File: config.mk
export PLATFORM = sky130hd
export DESIGN_NAME = outport_seg7_driver
export DESIGN_NICKNAME = d
export VERILOG_FILES = /design/src/rtl/seg7_pkg.sv /design/src/rtl/hex_to_seg7.sv /design/src/rtl/outport_seg7_driver.sv
export SDC_FILE = /design/constraint.sdc
export NUM_CORES = 1
export LEC_CHECK = 0
export ABC_AREA = 0
export CORE_MARGIN = 2
export CORE_UTILIZATION = 48
export DETAILED_ROUTE_END_ITERATION = 10
export PLACE_DENSITY = 0.76
export SLEW_MARGIN = 20
export SYNTH_ARGS = -nofsm -noshare
export SYNTH_HDL_FRONTEND = slang
export SYNTH_SLANG_ARGS = --single-unit
File: constraint.sdc
create_clock -name clk -period 2.25 [get_ports clk]
set_input_delay 0.45 -clock clk [delete_from_list [all_inputs] [get_ports clk]]
set_output_delay 0.45 -clock clk [all_outputs]
set_load 0.005 [all_outputs]
File: src/rtl/seg7_pkg.sv
// Shared constants for the seven-segment display path: active-low
// gfedcba patterns for each hex digit, the blank pattern, and a
// constant-evaluable ceil(log2) used to size counters.
package seg7_pkg;

    localparam logic [6:0] SEG_BLANK = 7'h7F;

    localparam logic [6:0] HEX7_0 = 7'h40;
    localparam logic [6:0] HEX7_1 = 7'h79;
    localparam logic [6:0] HEX7_2 = 7'h24;
    localparam logic [6:0] HEX7_3 = 7'h30;
    localparam logic [6:0] HEX7_4 = 7'h19;
    localparam logic [6:0] HEX7_5 = 7'h12;
    localparam logic [6:0] HEX7_6 = 7'h02;
    localparam logic [6:0] HEX7_7 = 7'h78;
    localparam logic [6:0] HEX7_8 = 7'h00;
    localparam logic [6:0] HEX7_9 = 7'h10;
    localparam logic [6:0] HEX7_A = 7'h08;
    localparam logic [6:0] HEX7_B = 7'h03;
    localparam logic [6:0] HEX7_C = 7'h46;
    localparam logic [6:0] HEX7_D = 7'h21;
    localparam logic [6:0] HEX7_E = 7'h06;
    localparam logic [6:0] HEX7_F = 7'h0E;

    // Smallest r with 2**r >= value; returns 0 for value <= 1.
    function automatic int clog2(input int value);
        int r;
        r = 0;
        for (int i = 0; i < 31; i++) begin
            if ((1 << i) < value) begin
                r = i + 1;
            end
        end
        return r;
    endfunction

endpackage

File: src/rtl/hex_to_seg7.sv
// Combinational nibble-to-segment decoder, active-low {g,f,e,d,c,b,a}.
module hex_to_seg7
    import seg7_pkg::*;
(
    input  logic [3:0] nibble,
    output logic [6:0] seg
);

    // Straight table lookup of the hex glyph for the selected nibble.
    always_comb begin
        seg = SEG_BLANK;
        case (nibble)
            4'h0: seg = HEX7_0;
            4'h1: seg = HEX7_1;
            4'h2: seg = HEX7_2;
            4'h3: seg = HEX7_3;
            4'h4: seg = HEX7_4;
            4'h5: seg = HEX7_5;
            4'h6: seg = HEX7_6;
            4'h7: seg = HEX7_7;
            4'h8: seg = HEX7_8;
            4'h9: seg = HEX7_9;
            4'hA: seg = HEX7_A;
            4'hB: seg = HEX7_B;
            4'hC: seg = HEX7_C;
            4'hD: seg = HEX7_D;
            4'hE: seg = HEX7_E;
            4'hF: seg = HEX7_F;
            default: seg = SEG_BLANK;
        endcase
    end

endmodule

File: src/rtl/outport_seg7_driver.sv
// Display stage behind the datapath output port: qualifies the incoming
// word for stability, latches it into shown, and scans it onto a
// multiplexed active-low hex display with optional leading-zero blanking.
module outport_seg7_driver
    import seg7_pkg::*;
#(
    parameter int DIGITS        = 8,
    parameter int SCAN_DIV      = 50000,
    parameter int STABLE_CYCLES = 4,
    parameter int BLANK_LZ      = 1
) (
    input  logic              clk,
    input  logic              clr,
    input  logic [31:0]       data_in,
    input  logic              enable,
    output logic [DIGITS-1:0] an,
    output logic [6:0]        seg,
    output logic [31:0]       shown,
    output logic              updated
);

    localparam int CNT_W = (clog2(STABLE_CYCLES) > 0) ? clog2(STABLE_CYCLES) : 1;
    localparam int PSC_W = (clog2(SCAN_DIV) > 0) ? clog2(SCAN_DIV) : 1;
    localparam int IDX_W = (clog2(DIGITS) > 0) ? clog2(DIGITS) : 1;

    localparam logic [CNT_W-1:0] CNT_LAST = CNT_W'(STABLE_CYCLES - 1);
    localparam logic [PSC_W-1:0] PSC_LAST = PSC_W'(SCAN_DIV - 1);
    localparam logic [IDX_W-1:0] IDX_LAST = IDX_W'(DIGITS - 1);

    logic [31:0]       cand_q, cand_d;
    logic [CNT_W-1:0]  cnt_q, cnt_d;
    logic [31:0]       shown_q, shown_d;
    logic              updated_q, updated_d;
    logic [PSC_W-1:0]  psc_q, psc_d;
    logic [IDX_W-1:0]  idx_q, idx_d;
    logic [DIGITS-1:0] an_q, an_d;
    logic [6:0]        seg_q, seg_d;

    logic [31:0]       shifted;
    logic [3:0]        nibble;
    logic [6:0]        hex_seg;
    logic              blank_digit;

    // Stability qualifier: a new word restarts the count; once it has held
    // long enough it is latched, pulsing updated only if it differs.
    always_comb begin
        cand_d    = cand_q;
        cnt_d     = cnt_q;
        shown_d   = shown_q;
        updated_d = 1'b0;
        if (data_in != cand_q) begin
            cand_d = data_in;
            cnt_d  = '0;
        end else if (cnt_q != CNT_LAST) begin
            cnt_d = cnt_q + 1'b1;
        end else if (cand_q != shown_q) begin
            shown_d   = cand_q;
            updated_d = 1'b1;
        end
    end

    // Refresh prescaler and digit index; both park at zero while disabled
    // so re-enabling always starts the scan at digit 0.
    always_comb begin
        psc_d = psc_q;
        idx_d = idx_q;
        if (!enable) begin
            psc_d = '0;
            idx_d = '0;
        end else if (psc_q == PSC_LAST) begin
            psc_d = '0;
            idx_d = (idx_q == IDX_LAST) ? '0 : idx_q + 1'b1;
        end else begin
            psc_d = psc_q + 1'b1;
        end
    end

    // Select the current digit; shifted==0 means this nibble and every
    // higher one are zero, which is exactly the leading-zero condition.
    always_comb begin
        shifted     = shown_q >> {idx_q, 2'b00};
        nibble      = shifted[3:0];
        blank_digit = (BLANK_LZ != 0) && (idx_q != '0) && (shifted == 32'h0);
    end

    hex_to_seg7 u_hex_to_seg7 (
        .nibble (nibble),
        .seg    (hex_seg)
    );

    // Next anode/segment values, registered so the pins never glitch.
    always_comb begin
        an_d  = '1;
        seg_d = SEG_BLANK;
        if (enable) begin
            an_d  = ~(DIGITS'(1) << idx_q);
            seg_d = blank_digit ? SEG_BLANK : hex_seg;
        end
    end

    // All state, with synchronous active-low clear taking priority.
    always_ff @(posedge clk) begin
        if (!clr) begin
            cand_q    <= '0;
            cnt_q     <= '0;
            shown_q   <= '0;
            updated_q <= 1'b0;
            psc_q     <= '0;
            idx_q     <= '0;
            an_q      <= '1;
            seg_q     <= SEG_BLANK;
        end else begin
            cand_q    <= cand_d;
            cnt_q     <= cnt_d;
            shown_q   <= shown_d;
            updated_q <= updated_d;
            psc_q     <= psc_d;
            idx_q     <= idx_d;
            an_q      <= an_d;
            seg_q     <= seg_d;
        end
    end

    assign an      = an_q;
    assign seg     = seg_q;
    assign shown   = shown_q;
    assign updated = updated_q;

endmodule

==> metrics <==
ys flop type=dfxtp_1; Synth Area in XOR/XNOR=0.138; area leader, netlist=dfxtp_1; global-route wire length before repair=19.5 mm; largest family of logic cells by synthesized area=simple AND/OR/NAND/NOR gates; Synth Register Bits=101; worst-path maximum fanout=7; Adder-Cell Fraction of Synth Area=0.0328; share of layout cells above drive strength 1=0.106; Synth Net Count=572; vias=3,985; final hold vios=0; gpl congestion=0.860; maxcap violations=0; mux contribution to synthesized area=0.124; Initial DRT Pass Iterations=5; unrepaired setup endpoints after global routing=false; pre-CTS setup slack=-305 ps; compound-cell area share of the yosys netlist=0.0525; CP max stage cell=mux4_2; CP max stage delay=570 ps; Filler cells=880; sequential share of power=0.569; skew final=14.9 ps; nets=668; clk slew on worst S/H paths=100 ps; CTS tree=yes; combinational fraction of design power=0.075; Worst-Skew Late Latency=380 ps; initial antenna violation count=0; synth-to-layout area growth=26.8%; Row Count=37; DPL Wire Length=8.92 mm; Max Root-Sink Buffers=2; CTS H-tree depth=3; Die X=106 µm; Synth area leaders=dfxtp_1 41%, mux2i_1 8.1%, xor2_1 7.4%, nand2_1 6.7%, xnor2_1 6.4%; cell count after synthesis=524; average wire per standard cell=15.2 µm; io pins=83; worst-path cell chain=mux4_2, mux2i_4, ha_1, o21ai_0, a21oi_1, a31oi_4, o221ai_1; crit end category=register; Max Transition Viols Final=0; Clk pwr share=0.357; Synth Area in Simple Gates=0.214; sinks on the clock net=101; Power Internal=2.43 mW; # port buffers=82; CP Launch Type=register; core footprint=10,200 µm²; Yosys cell types=45; EDFF count, synth=0; Arrival @ worst endpoint=2410 ps; Routed WL=11.6 mm; Initial Util=0.487; Slew headroom=0.659; Post-CTS Repair Setup Buffers=0; peak supply drop=0.357 mV; fin crit share=0.940; setup_tns=0 ps; Synth async-reset ratio=0; Initial DRC Count=235; largest net degree at the start of global routing=99; Seq/Total Area, Yosys=0.408; gr ovfl total=0; Max Freq=0.473 GHz; setup slack after layout=135 ps; WS Path Type=register to register; switching part of the total=0.260; synth warn=0; cell area after synthesis=4960 µm²; slew at the pin closest to its max-slew limit=510 ps; Sw Pwr=0.853 mW; area of the die=11,200 µm²; residual DRC count=0; outcome=finished clean; leakage=2.34 nW; Synth Area per Inst=9.46 µm²; Chip Height=106 µm; setup violation total in the final timing report=0; Yosys top cell area share=0.408; Routed Antenna Nets=0; drt via density=5.24; vias in the first global route=3,938; min-delay worst type=register to register; CP required=2550 ps; total chip power=3.28 mW; clock root buffer=clkbuf_8; Total GRT Usage=0.222; final critical-path required period=2120 ps; Power Dens Cells=522 nW/µm²; antenna cells=0; cts bufs inserted=9
==> kinds of logic after synthesis <==
family | Yosys count
DFF | 101
muxes | 50
buffers and inverters | 28
AOI/OAI and AO/OA | 34
adders and majority gates | 13
xor gates and xnor gates | 78
and+or+nand+nor | 220
==> worst paths after layout <==
| kind | startpoint | to | slack [ps] | cells past startpoint |
|---|---|---|---|---|
| min | psc_q[0] | psc_q[0] | 460 | 1 |
| max reg2reg | idx_q[0] | seg[4] | 130 | 7 |
| max | idx_q[0] | seg[4] | 130 | 7 |
| min reg2reg | psc_q[0] | psc_q[0] | 460 | 1 |
==> power by group through the flow <==
| stage | Combinational (mW) | Sequential, mW | Clock [mW] |
|---|---|---|---|
| CTS | 0.245 | 1.87 | 1.19 |
| global route | 0.272 | 1.87 | 1.26 |
| global placement | 0.239 | 1.91 | 0 |
| detailed placement | 0.244 | 1.91 | 0 |
| finish | 0.245 | 1.87 | 1.17 |
| floorplan | 0.134 | 1.90 | 0 |
==> cells in the final DEF (no fill, tap or decap), drive strengths merged, types with 5 or more instances in the layout <==
| master | count |
|---|---|
| dfxtp | 101 |
| nand2 | 88 |
| clkdlybuf4s50 | 81 |
| xor2 | 42 |
| mux2i | 42 |
| xnor2 | 36 |
| and2 | 35 |
| nor2 | 32 |
| buf | 27 |
| nor4 | 14 |
| ha | 13 |
| nand4 | 12 |
| nand3 | 11 |
| a21oi | 10 |
| clkbuf | 10 |
| and3 | 9 |
| mux4 | 8 |
| nor3 | 8 |
| inv | 8 |
| o21ai | 6 |
| nand2b | 5 |
==> worst max-delay path: cells and delay by family, from the launching register on <==
kind | cells | cell delay [ps]
compound gates | 4 | 660
fa+ha+maj | 1 | 190
flops | 1 | 430
mux | 2 | 760
==> per-stage QoR <==
stage                     instance area [µm²]  std cells  hold slack [ps]  utilization
final                                    6290        761              461        0.617
after global routing                     6290        761              484        0.617
after CTS                                6270        761              462        0.615
after detailed placement                 6060        745              434        0.595
after global placement                   6060        745              429        0.595
after floorplan                          4970        524              413            -
==> timing repair <==
item                       4_1_cts  5_1_grt
pin swaps                        0        0
setup endpoints to repair        7        8
resized for setup                3        5
hold buffers                     0        0
==> routing by layer <==
layer / vias up / share of wire / track usage
li1: 1980 / - / -
met1: 1859 / 0.43 / 0.277
met2: 126 / 0.49 / 0.373
met3: 20 / 0.056 / 0.0538
met4: 0 / 0.020 / 0.0827
met5: - / 0 / 0
==> synth_stat cells, drive strengths merged, types with 8 or more instances <==
cell type and count:
clkbuf 12, nor3 8, nand2 88, mux4 8, dfxtp 101, and2 35
buf 11, nor2 32, nand4 12, and3 9, xor2 42, a21oi 10
nor4 14, mux2i 42, nand3 11, xnor2 36, ha 13
==> cell type report <==
cell class,count,area (µm²),area share
clock buffers,10,138,0.0219
clock inverters,6,65.1,0.0103
inverters,5,18.8,0.00298
multi-input cells,395,2820,0.449
flip-flops and latches,101,2030,0.322
well taps,136,170,0.0271
repair buffers,108,1050,0.167
==> flip-flops by register name, indices dropped and copies added, names as in the netlist <==
name	cells
an	8
cand_q	32
cnt_q	2
idx_q	3
psc_q	16
seg	7
shown	32
updated	1
Note: power is estimated with default switching activity, not from simulation.
==> RTL edit 1 (config.mk and constraints unchanged) <==
The parameter `SCAN_DIV` goes from 50000 to 25000.
--- a/src/rtl/outport_seg7_driver.sv
+++ b/src/rtl/outport_seg7_driver.sv
@@ -5,7 +5,7 @@
     import seg7_pkg::*;
 #(
     parameter int DIGITS        = 8,
-    parameter int SCAN_DIV      = 50000,
+    parameter int SCAN_DIV      = 25000,
     parameter int STABLE_CYCLES = 4,
     parameter int BLANK_LZ      = 1
 ) (
Behaviour: same outputs for any inputs over 10 cycles, from zero or initial values; that may be too few to reach the edited logic, so the function may still have changed.
==> RTL edit 1 against the original RTL <==
  * Routed wire length up 11%
  * Worst setup slack got worse by 0.071 ns
  * Sequential cell count is 1 lower
  * Global-route usage grew 0.38 points
  * Sequential share of layout area fell by 1.2 points
  * Power is 2.5% higher
  * Area after synthesis grew 1.4%
  * Design area rose by 2.9%
  * Register-to-register slack worse by 0.05 ns
  * Critical path type is now input port to register
  * Largest power group unchanged
==> RTL edit 1: results (changes against the original RTL) <==
Hold_sp = data_in[25] (was psc_q[0])
Worst hold path endpoint = cand_q[25] (was psc_q[0])
Fraction of area in multi-input gates = 0.447 (was 0.449)
DP Area = 6080 µm² (was 6060 µm²)
GRT Overall Usage = 0.226 (was 0.222)
Number of non-clock inverters in the layout = 9 (was 5)
Status = finished, final reports clean (unchanged)
Post-Route Utilization = 0.633 (was 0.617)
CTS sink cnt = 100 (was 101)
Switching share of power = 0.251 (was 0.260)
Slowest stage delay, CP = 0.43 ns (was 0.57 ns)
Filler instances = 837 (was 880)
Syn Area/Cell = 9.60 µm² (was 9.46 µm²)
Detailed-placement wirelength estimate = 9460 µm (was 8920 µm)
Global Route met1 Usage = 0.264 (was 0.277)
Critical path endpoint = shown[7] (was seg[4])
Top delay family on crit path = buffers and inverters (was multiplexers)
Starting DRT DRC Count = 276 (was 235)
Comb_multi_in = 390 (was 395)
CP Launch Point = data_in[3] (was idx_q[0])
WHS Path Cells = 2 (was 1)
Met2 usage = 0.405 (was 0.373)
M3 GR Usage = 0.0429 (was 0.0538)
Placed cells = 739 (was 745)
Worst Skew = 0.0100 ns (was 0.0149 ns)
Wl on met1 = 5160 µm (was 5000 µm)
Tot Pwr = 3360 µW (was 3280 µW)
Sequential share of cell area = 0.310 (was 0.322)
Pre-CTS WS = -0.277 ns (was -0.305 ns)
Post-Route WL = 12900 µm (was 11600 µm)
Largest net degree at the start of global routing = 97 (was 99)
P_leak = 0.00238 µW (was 0.00234 µW)
Reg-to-Reg End = seg[3] (was seg[4])
WP data arrival = 2.49 ns (was 2.41 ns)
Met2 wire len = 6670 µm (was 5720 µm)
Clock buffers and inverters, area share = 0.0336 (was 0.0322)
Critical path's slowest cell = clkdlybuf4s50_1 (was mux4_2)
Fin crit share = 0.972 (was 0.940)
Number of global-route vias before repair = 4083 (was 3938)
First-pass GRT wire length = 19900 µm (was 19500 µm)
Sequential share of power = 0.551 (was 0.569)
Hold Path Class = input port to register (was register to register)
DR vias/cell = 5.40 (was 5.24)
Synth area leaders = dfxtp_1, mux2i_1, xnor2_1 (was dfxtp_1, mux2i_1, xor2_1)
Slew at the pin closest to its max-slew limit = 0.808 ns (was 0.510 ns)
Drt first pass iters = 4 (was 5)
Synthesized area = 5030 µm² (was 4960 µm²)
Synth cell count leaders = dfxtp_1, nand2_1, xnor2_1, xor2_1, mux2i_1 (was dfxtp_1, nand2_1, xor2_1, mux2i_1, xnor2_1)
Non-Filler Instances = 767 (was 761)
VDD IR max = 0.000400 V (was 0.000357 V)
Clock power share = 0.372 (was 0.357)
Final GP Congestion = 0.863 (was 0.860)
Non-clk buf share = 0.178 (was 0.167)
Clock Tree Root = clkbuf_8 (unchanged)
Hold_ws = 0.338 ns (was 0.461 ns)
Signal buffers = 116 (was 108)
[RTL edit 1: cell types whose count changed in the layout (fill, tap and decap cells not counted), sizes merged, moves of 4 or more]
cell,change
nand2b,-5
nor4,+4
inv,+4
buf,+6
nor3b,+4
or2b,+4
nor2,-5
and3,-4
nand2,-9
nor3,+5
[RTL edit 1: logic make-up (layout without fill, tap and decap cells)]
kind of cell               count (synthesis)  in the layout  synth area share
DFF                                      100            100             0.398
muxes                                     50             50             0.131
xor gates and xnor gates                  78             78             0.136
adders and majority gates                 13             13            0.0323
buffers and inverters                     34            141            0.0338
AOI/OAI and AO/OA                         37             37            0.0597
and+or+nand+nor                          212            212             0.209
[RTL edit 1: what timing repair did]
action | 4_1_cts | 5_1_grt
setup buffers | 3 | 6
pin swaps | 0 | 5
setup endpoints to repair | 4 | 25
cloned | 0 | 3
gates resized for setup | 1 | 19
==> RTL edit 2 (same flow settings) <==
Without the edit above. Put one more register stage on the output `an`, without a reset. The value now appears one clock later. The other outputs are not delayed to match.
--- a/src/rtl/outport_seg7_driver.sv
+++ b/src/rtl/outport_seg7_driver.sv
@@ -121,7 +121,9 @@
         end
     end
 
-    assign an      = an_q;
+    always_ff @(posedge clk) begin
+        an <= an_q;
+    end
     assign seg     = seg_q;
     assign shown   = shown_q;
     assign updated = updated_q;
Check against the original RTL: not equivalent (a bounded check fails within 4 cycles, from zero or initial values).
==> RTL edit 2 against the original RTL <==
  * Routed wire length is 10% higher
  * Power up 5.7%
  * Area after synthesis up 5.0%
  * Final cell count is 3.3% higher
  * Sequential cell count is 8 higher
  * Worst setup slack worse by 0.056 ns
  * Design area rose by 6.3%
  * Critical path type is now input port to register
  * Critical endpoint is now shown[25]
==> RTL edit 2: results (changes against the original RTL) <==
GRT Overall Usage = 0.222 (about the same)
Number of global-route vias before repair = 4244 (was 3938)
Synth area leaders = dfxtp_1, mux2i_1, xnor2_1 (was dfxtp_1, mux2i_1, xor2_1)
P_leak = 0.00249 µW (was 0.00234 µW)
Max-slew headroom = 0.478 (was 0.659)
Total setup buffers inserted after CTS = 0 (unchanged)
Detailed-placement wirelength estimate = 9640 µm (was 8920 µm)
P_clk = 1210 µW (was 1170 µW)
Clk Latency, worst-skew pair = 0.38 ns (about the same)
VDD IR max = 0.000344 V (was 0.000357 V)
Worst Skew = 0.0129 ns (was 0.0149 ns)
First-pass GRT wire length = 20300 µm (was 19500 µm)
Xor-xnor portion of the synthesized cell area = 0.133 (was 0.138)
Largest net degree at the start of global routing = 97 (was 99)
Slowest stage delay, CP = 0.44 ns (was 0.57 ns)
Worst reg-to-reg setup slack = 0.13 ns
WL per Instance = 16.3 µm (was 15.2 µm)
PortBufs = 82 (unchanged)
Drt first pass iters = 5 (unchanged)
Sequential fraction of the synthesis area = 0.419 (was 0.408)
Fraction of registers with async set/reset = 0 (unchanged)
Initial antenna violation count = 0 (unchanged)
Nets = 690 (was 668)
Clock Tree Root = clkbuf_8 (unchanged)
Synth Area in Compound Gates = 0.0519 (was 0.0525)
Mapped Nets = 579 (was 572)
Number of gates resized after cts = 1 (was 3)
Number of H-tree levels = 3 (unchanged)
Starting DRT DRC Count = 209 (was 235)
Clock-pin slew on the worst setup and hold paths = 0.11 ns
Filler instances = 906 (was 880)
Top delay family on crit path = buffers and inverters (was multiplexers)
Warnings from Yosys = 0 (unchanged)
Critical path's slowest cell = clkdlybuf4s50_1 (was mux4_2)
Status = finished, final reports clean (unchanged)
Seq. pwr = 2010 µW (was 1870 µW)
Unique masters post-synth = 48 (was 45)
Layout cells sized above 1 = 0.142 (was 0.106)
Total CTS buffers = 9 (unchanged)
Final GP Congestion = 0.841 (was 0.860)
DP Area = 6380 µm² (was 6060 µm²)
CTS Buffer Depth = 2 (unchanged)
Synth cell count leaders = dfxtp_1, nand2_1, mux2i_1, xnor2_1, nor2_1 (was dfxtp_1, nand2_1, xor2_1, mux2i_1, xnor2_1)
DR vias/cell = 5.34 (was 5.24)
Hold Path Class = input port to register (was register to register)
Post-synthesis adder-cell area fraction = 0.0312 (was 0.0328)
WP data arrival = 2.47 ns (was 2.41 ns)
Crit-path max FO = 8 (was 7)
Switching share of power = 0.244 (was 0.260)
Diodes inserted = 0 (unchanged)
Post-synthesis mux area share = 0.135 (was 0.124)
==> RTL edit 2: cell count changes after synthesis, moves of 4 or more <==
| cell | before | now |
|---|---|---|
| inv_1 | 3 | 9 |
| xor2_1 | 42 | 37 |
| nor2_1 | 32 | 38 |
| xnor2_1 | 36 | 42 |
| nor4_2 | 0 | 4 |
| nand2_1 | 88 | 82 |
| nand2b_1 | 5 | 1 |
| and3_1 | 9 | 5 |
| a21oi_1 | 10 | 3 |
| dfxtp_1 | 101 | 109 |
==> RTL edit 2: path summary, 6_finish.rpt <==
check                           cells after the start    endpoint         from
worst min-delay path                                2  cand_q[29]  data_in[29]
worst min register to register                      0       an[0]      an_q[0]
worst max-delay path                                8   shown[25]  data_in[16]
worst max register to register                      6      seg[0]     idx_q[0]
==> RTL edit 2: through the flow <==
stage	setup slack (ns)	power, µW	hold WS, ns	std cells
final	0.0783	3470	0.331	786
after global routing	-0.00945	3590	0.340	786
after global placement	-0.329	2300	0.311	767
after floorplan	0.0162	2180	0.310	531
after detailed placement	-0.394	2310	0.312	767
after CTS	0.000147	3480	0.335	782
==> RTL edit 2: routing by layer <==
metal / GRT usage / share of wire / vias to the layer above
met4: 0.0815 / 0.025 / 0
met2: 0.393 / 0.50 / 126
li1: - / - / 2035
met3: 0.0386 / 0.047 / 30
met5: 0 / 0 / -
met1: 0.270 / 0.43 / 2010
==> RTL edit 2: layout make-up <==
class / count / area, µm² / area share
sequential: 109 / 2190 / 0.328
multi-input combinational: 389 / 2910 / 0.435
tap: 140 / 175 / 0.0262
clock inverter: 6 / 71.3 / 0.0107
timing repair buffer: 123 / 1180 / 0.176
inverter: 10 / 37.5 / 0.00561
clock buffer: 9 / 124 / 0.0185
